### src/rtl/count4.sv
// count4 -- free-running binary up-counter with count enable and a
// registered terminal-count flag for chaining.
//
// Parameters:
//   WIDTH : counter width in bits (q is WIDTH bits wide)
//   MAX   : last value before wrap to 0; must be <= 2**WIDTH-1
//
// Ports:
//   clk   : system clock, rising-edge active
//   rst_n : asynchronous active-low reset; clears q and tc immediately
//   en    : count enable, active-high, sampled on the rising edge of clk
//   q     : current count value (registered)
//   tc    : terminal count (registered), high while q == MAX
module count4 #(
  parameter int unsigned WIDTH = 4,
  parameter int unsigned MAX   = (2 ** WIDTH) - 1
) (
  input  logic             clk,
  input  logic             rst_n,
  input  logic             en,
  output logic [WIDTH-1:0] q,
  output logic             tc
);

  localparam logic [WIDTH-1:0] MAX_V = WIDTH'(MAX);

  // Modulo-(MAX+1) increment: wraps to 0 after MAX, no carry-out.
  function automatic logic [WIDTH-1:0] wrap_inc(input logic [WIDTH-1:0] v);
    if (v == MAX_V) begin
      return '0;
    end
    return v + WIDTH'(1);
  endfunction

  logic [WIDTH-1:0] cnt_nxt;
  logic             tc_nxt;
  logic [WIDTH-1:0] cnt_p0;
  logic             tc_p0;

  // tc is derived from the next count so the flag and the count land in
  // the same register update and can never disagree.
  always_comb begin
    cnt_nxt = cnt_p0;
    if (en) begin
      cnt_nxt = wrap_inc(cnt_p0);
    end
    tc_nxt = (cnt_nxt == MAX_V);
  end

  // Stage p0: count and terminal-count registers
  always_ff @(posedge clk or negedge rst_n) begin
    if (!rst_n) begin
      cnt_p0 <= '0;
      tc_p0  <= 1'b0;
    end else begin
      cnt_p0 <= cnt_nxt;
      tc_p0  <= tc_nxt;
    end
  end

  assign q  = cnt_p0;
  assign tc = tc_p0;

endmodule

### config.mk
export PLATFORM = sky130hd
export DESIGN_NAME = count4
export DESIGN_NICKNAME = d
export VERILOG_FILES = /design/src/rtl/count4.sv
export SDC_FILE = /design/constraint.sdc
export NUM_CORES = 1
export LEC_CHECK = 0
export CAP_MARGIN = 20
export CELL_PAD_IN_SITES_DETAIL_PLACEMENT = 1
export CELL_PAD_IN_SITES_GLOBAL_PLACEMENT = 1
export CORE_AREA = 2 2 39 41
export CTS_BUF_LIST = sky130_fd_sc_hd__clkbuf_4
export DETAILED_ROUTE_END_ITERATION = 12
export DIE_AREA = 0 0 41 43
export PLACE_DENSITY = 0.48
export SLEW_MARGIN = 20
export SYNTH_ARGS = -nofsm -noshare
export SYNTH_HDL_FRONTEND = slang
export SYNTH_SLANG_ARGS = --single-unit
export TNS_END_PERCENT = 30
### constraint.sdc
create_clock -name clk -period 1.3 [get_ports clk]
set_input_delay 0.26 -clock clk [delete_from_list [all_inputs] [get_ports clk]]
set_output_delay 0.26 -clock clk [all_outputs]
set_load 0.05 [all_outputs]
=== Yosys cells after proc, flatten, opt, wreduce, memory -nomap -nowiden ===
Index checks and enable logic that the tools add are counted.

* Flip-flop bits (word level): 5
* Input bits: 3
* Output and inout port bits: 5
* Logic and storage cells: 10

* Add/subtract/negate cells: 1
* Eq/ne operators: 2
* Muxes and demuxes: 5

{| class="wikitable"
|+ Operators by type and width
! cell !! count
|-
| $mux W4 || 3
|-
| $eq A4 B4 Y1 const B || 2
|-
| $add A4 B1 Y4 const B || 1
|-
| $mux W1 || 2
|}

=== Longest topological paths before layout ===
Gate-level depths: netlist of run 1.

* Depth in word-level cells: 6
* Gate-level depth with buffers: 4
* Depth with buffers taken out: 4

=== Least setup slack after synthesis of run 1 ===
Ideal clock, no wire load.

* Path kind: flip-flop to flip-flop
* Start point: register cnt_p0[0] (netlist: q[0])
* End point: register tc_p0 (netlist: tc)
* Library setup time: 0.136 ns
* Arrival: 1.429 ns
* Data required time: 1.164 ns
* Slack: -0.265 ns
* Cell stages (with the launch flop): 5
* Path buffers: 0
* Clock period less this slack: 1.565 ns
* Cells stage by stage: dfrtp_1 ha_1 mux2_1 o21ai_0 a211oi_2

* Word-level cells in the longest chain between the ends: 6
* Elaborated cells on any way between the ends: 7
* Those cells by class: add/sub: 1; eq/ne: 2; mux: 4

{| class="wikitable"
|+ RTL lines
! item !! line !! text
|-
| start: declaration || 37 || <nowiki>logic [WIDTH-1:0] cnt_p0;</nowiki>
|-
| start signal: assignment || 56 || <nowiki>cnt_p0 <= cnt_nxt;</nowiki>
|-
| $eq A4 B4 Y1 || 29 || <nowiki>if (v == MAX_V) begin</nowiki>
|-
| $mux W1 || 29 ||
|-
| $mux W1 || 44 || <nowiki>if (en) begin</nowiki>
|-
| $mux W4 (*) || 32 || <nowiki>return v + WIDTH'(1);</nowiki>
|-
| $mux W4 (*) || 44 ||
|-
| via cnt_nxt[1] || 35 || <nowiki>logic [WIDTH-1:0] cnt_nxt;</nowiki>
|-
| $eq A4 B4 Y1 (*) || 47 || <nowiki>tc_nxt = (cnt_nxt == MAX_V);</nowiki>
|-
| via tc_nxt || 36 || <nowiki>logic tc_nxt;</nowiki>
|-
| end signal: assignment || 57 || <nowiki>tc_p0 <= tc_nxt;</nowiki>
|-
| end: declaration || 38 || <nowiki>logic tc_p0;</nowiki>
|}

Mark *: on every way through the listed nets, which the timed path passes. The rest lies on a longest branch. The select of a mux whose other input is x is not followed.

=== Worst setup path in the final report of run 1 ===
Same ends and word-level chain as after synthesis.

==> results.rst, run 1 <==
.. list-table::
   :header-rows: 1

   * - Metric
     - Value
   * - Pre-CTS setup slack
     - -0.232 ns
   * - Startpoint class of the critical path
     - flop
   * - Sink count of the clock tree
     - 5
   * - Residual DRC
     - 0
   * - LEAKAGE
     - 0.217 nW
   * - Critical path arrival
     - 1.33 ns
   * - Number of detailed-routing iterations run before antenna repair
     - 2
   * - Post-CTS setup-driven buffer insertion count
     - 0
   * - Complex-gate fraction of the synthesized area
     - 18.8%
   * - Proportion of synthesized area in mux cells
     - 4.57%
   * - Largest cells by area after synthesis
     - sky130_fd_sc_hd__dfrtp_1 51%, sky130_fd_sc_hd__a211oi_2 5.1%, sky130_fd_sc_hd__ha_1 5.1%
   * - I/O Buffers
     - 7
   * - Share of the synthesized netlist area taken by xor and xnor gates
     - 3.55%
   * - Worst-margin pin slew
     - 0.292 ns
   * - Share of post-route cells with drive strength above 1
     - 61.1%
   * - RSZ-0062 raised after global routing
     - false
   * - # nets final
     - 41
   * - Fin area
     - 460 sq um
   * - Total gr overflow
     - 0
   * - Die span in x
     - 41 um
   * - Via count
     - 210
   * - Internal power summed over all cells
     - 0.807 mW
   * - Accumulated negative setup slack
     - 0 ns
   * - Sequential group share of total power
     - 23.0%
   * - Yosys warning count
     - 0
   * - Std-Cell Rows
     - 14
   * - Nature of the critical path endpoint
     - flop
   * - Hold-fix buffer count after cts
     - 0
   * - First-pass GRT wire length
     - 890 um
   * - Switching power total
     - 0.572 mW
   * - Largest family of logic cells by synthesized area
     - compound AO/OA/AOI/OAI gates
   * - Sequential area share after synthesis
     - 50.8%
   * - Number of I/O pins
     - 8
   * - Worst Skew
     - 0.00239 ns
   * - Placed Cells
     - 48
   * - Clock network power share
     - 14.4%
   * - Status
     - complete, no violations
   * - Hold Path Class
     - input port to async pin
   * - Final setup fails
     - 0
   * - Number of routed nets with antenna violations
     - 0
   * - Number of max-slew violations in the final report
     - 0
   * - Core outline area
     - 1380 sq um
   * - Violation count after the first detailed-route iteration
     - 1
   * - Drt via density
     - 4.04
   * - Power density relative to cell area
     - 3000 nW/um^2
   * - Cells after synthesis
     - 21
   * - Start-to-end type of the worst setup path
     - flop to flop
   * - Clock latency on the worst-skew pair
     - 0.24 ns
   * - Post-detailed-routing wire length
     - 540 um
   * - Number of buffers inserted during clock tree synthesis
     - 3
   * - Highest achievable clock rate
     - 817 MHz
   * - Final worst path period need
     - 1.22 ns
   * - Final antenna diode count
     - 0
   * - Wire per inst
     - 10.4 um
   * - Vias in the first global route
     - 208
   * - Combined area of all synthesized cells
     - 246 sq um
   * - Worst setup slack after layout
     - 0.0766 ns
   * - Cell type with the largest total area after synthesis
     - sky130_fd_sc_hd__dfrtp_1
   * - Effective utilization at floorplan
     - 17.8%
   * - Highest net fanout along the worst path
     - 4
   * - Clock root buffer
     - sky130_fd_sc_hd__clkbuf_4
   * - Avg Inst Size Synth
     - 11.7 sq um
   * - Max-cap violation count
     - 0
   * - Relative slew slack
     - 80.3%
   * - Sw Ratio
     - 41.5%
   * - Die boundary height
     - 43 um
   * - Share of the synthesized area in the top cell type
     - 50.8%
   * - Synth-to-layout area growth
     - 86.8%
   * - Post-synthesis share of cell area spent on and, or, nand and nor gates
     - 15.7%
   * - Combinational cell fraction of total power
     - 62.6%
   * - Overall Global Routing Usage
     - 7.80%
   * - H-tree depth
     - 1
   * - Synthesized Nets
     - 25
   * - Pin count of the biggest net entering global routing
     - 6
   * - Required time of the critical path
     - 1.41 ns
   * - CTS tree
     - done
   * - Global placer's final weighted congestion
     - 0.714
   * - Floorplan die area
     - 1760 sq um
   * - Non-filler cells in the finished layout
     - 52
   * - Portion of the clock cycle consumed by the worst path in the final layout
     - 94.1%
   * - Detail Placement HPWL
     - 455 um
   * - Number of different library cells in the post-synthesis netlist
     - 14
   * - Register bit total from synthesis
     - 5
   * - Largest voltage drop on the vdd net
     - 1.03 mV
   * - Post-Place Cell Area
     - 428 sq um
   * - Count of final hold-check violations
     - 0
   * - Antenna violations before repair
     - 0
   * - Synth Area in Adders
     - 5.08%
   * - Maximum count of clock buffers along a single path
     - 2
   * - Clock transition at the register clock pins on the worst setup and hold paths after CTS
     - 0.04 ns
-- power groups by stage --
| stage | Combinational (mW) | Clock [mW] | Sequential [mW] |
|---|---|---|---|
| 3_3_place_gp | 0.862 | 0 | 0.323 |
| 2_1_floorplan | 0.230 | 0 | 0.530 |
| 3_5_place_dp | 0.872 | 0 | 0.324 |
| 4_1_cts | 0.874 | 0.208 | 0.321 |
| 6_report | 0.863 | 0.199 | 0.317 |
| 5_1_grt | 0.916 | 0.216 | 0.336 |
-- flip-flops by register name, summed over array words and instances, names as in the netlist --
signal and cells:
tc 1, q 4
-- final timing paths --
check | startpoint | to | slack, ns | cells past startpoint
max in group asynchronous | rst_n | q[2] | 0.85 | 1
setup / recovery | q[0] | tc | 0.08 | 4
hold reg to reg | q[3] | q[3] | 0.66 | 2
hold / removal | rst_n | tc | 0.24 | 1
min in group clk | en | q[3] | 0.47 | 4
setup reg to reg | q[0] | tc | 0.08 | 4
-- area by class of cell --
cell class | count | area [sq um]
Clock buffer | 4 | 30.0
Fill cell | 155 | 923
Inverter | 1 | 3.75
Multi-Input combinational cell | 15 | 125
Sequential cell | 5 | 129
Tap cell | 16 | 20.0
Timing Repair Buffer | 11 | 153
-- kinds of logic after synthesis --
group                    after synthesis
buffers and inverters                  1
flip-flops                             5
XOR/XNOR                               1
multiplexers                           1
AO/OA/AOI/OAI                          6
AND/OR/NAND/NOR                        6
adder cells (fa/ha/maj)                1
-- layout by cell type, fill, tap and decap left out, drive strengths merged, types with 2 or more instances in the layout --
master,count
buf,9
dfrtp,5
clkbuf,4
nand2,3
o21ai,2
-- worst max-delay path: stages (launching register included) --
cell                       delay (ns)
sky130_fd_sc_hd__dfrtp_2         0.43
sky130_fd_sc_hd__ha_1            0.28
sky130_fd_sc_hd__mux2_4          0.28
sky130_fd_sc_hd__o21ai_2         0.07
sky130_fd_sc_hd__a211oi_2        0.05
-- cell usage after synthesis --
master                     instances
sky130_fd_sc_hd__a211oi_2          1
sky130_fd_sc_hd__a21boi_0          1
sky130_fd_sc_hd__a21oi_1           1
sky130_fd_sc_hd__a41o_2            1
sky130_fd_sc_hd__and3b_2           1
sky130_fd_sc_hd__dfrtp_1           5
sky130_fd_sc_hd__ha_1              1
sky130_fd_sc_hd__inv_1             1
sky130_fd_sc_hd__mux2_1            1
sky130_fd_sc_hd__nand2_1           3
sky130_fd_sc_hd__o21ai_0           2
sky130_fd_sc_hd__or2_1             1
sky130_fd_sc_hd__or3_4             1
sky130_fd_sc_hd__xnor2_1           1
-- timing repair --
item,in CTS,in global routing
endpoints found under the setup margin,0,1
resized for setup,0,1
hold endpoints to repair,0,0
-- metal layers --
layer,global-route usage [%],up-vias,wire length (um)
met1,9.93,99,225
met5,0,-,0
met4,0,0,0
met2,10.9,6,276
li1,-,105,-
met3,6.28,0,38
-- per-stage QoR --
step,utilization (%),hold WS (ns),total power [mW]
3_5_place_dp,30.9,0.503,1.20
5_1_grt,33.3,0.258,1.47
6_report,33.3,0.241,1.38
2_1_floorplan,-,-0.0356,0.759
3_3_place_gp,30.9,0.500,1.18
4_1_cts,33.1,0.248,1.40
Note: power is estimated with default switching activity, not from simulation.
==> run 2: changes to the inputs <==
--- a/config.mk
+++ b/config.mk
@@ -5,7 +5,6 @@
 export SDC_FILE = /design/constraint.sdc
 export NUM_CORES = 1
 export LEC_CHECK = 0
-export CAP_MARGIN = 20
 export CELL_PAD_IN_SITES_DETAIL_PLACEMENT = 1
 export CELL_PAD_IN_SITES_GLOBAL_PLACEMENT = 1
 export CORE_AREA = 2 2 39 41
@@ -13,6 +12,7 @@
 export DETAILED_ROUTE_END_ITERATION = 12
 export DIE_AREA = 0 0 41 43
 export PLACE_DENSITY = 0.48
+export SKIP_CTS_REPAIR_TIMING = 1
 export SLEW_MARGIN = 20
 export SYNTH_ARGS = -nofsm -noshare
 export SYNTH_HDL_FRONTEND = slang
==> results of run 2 <==
Same layout as run 1: the final DEF is identical, and so are final timing and power.
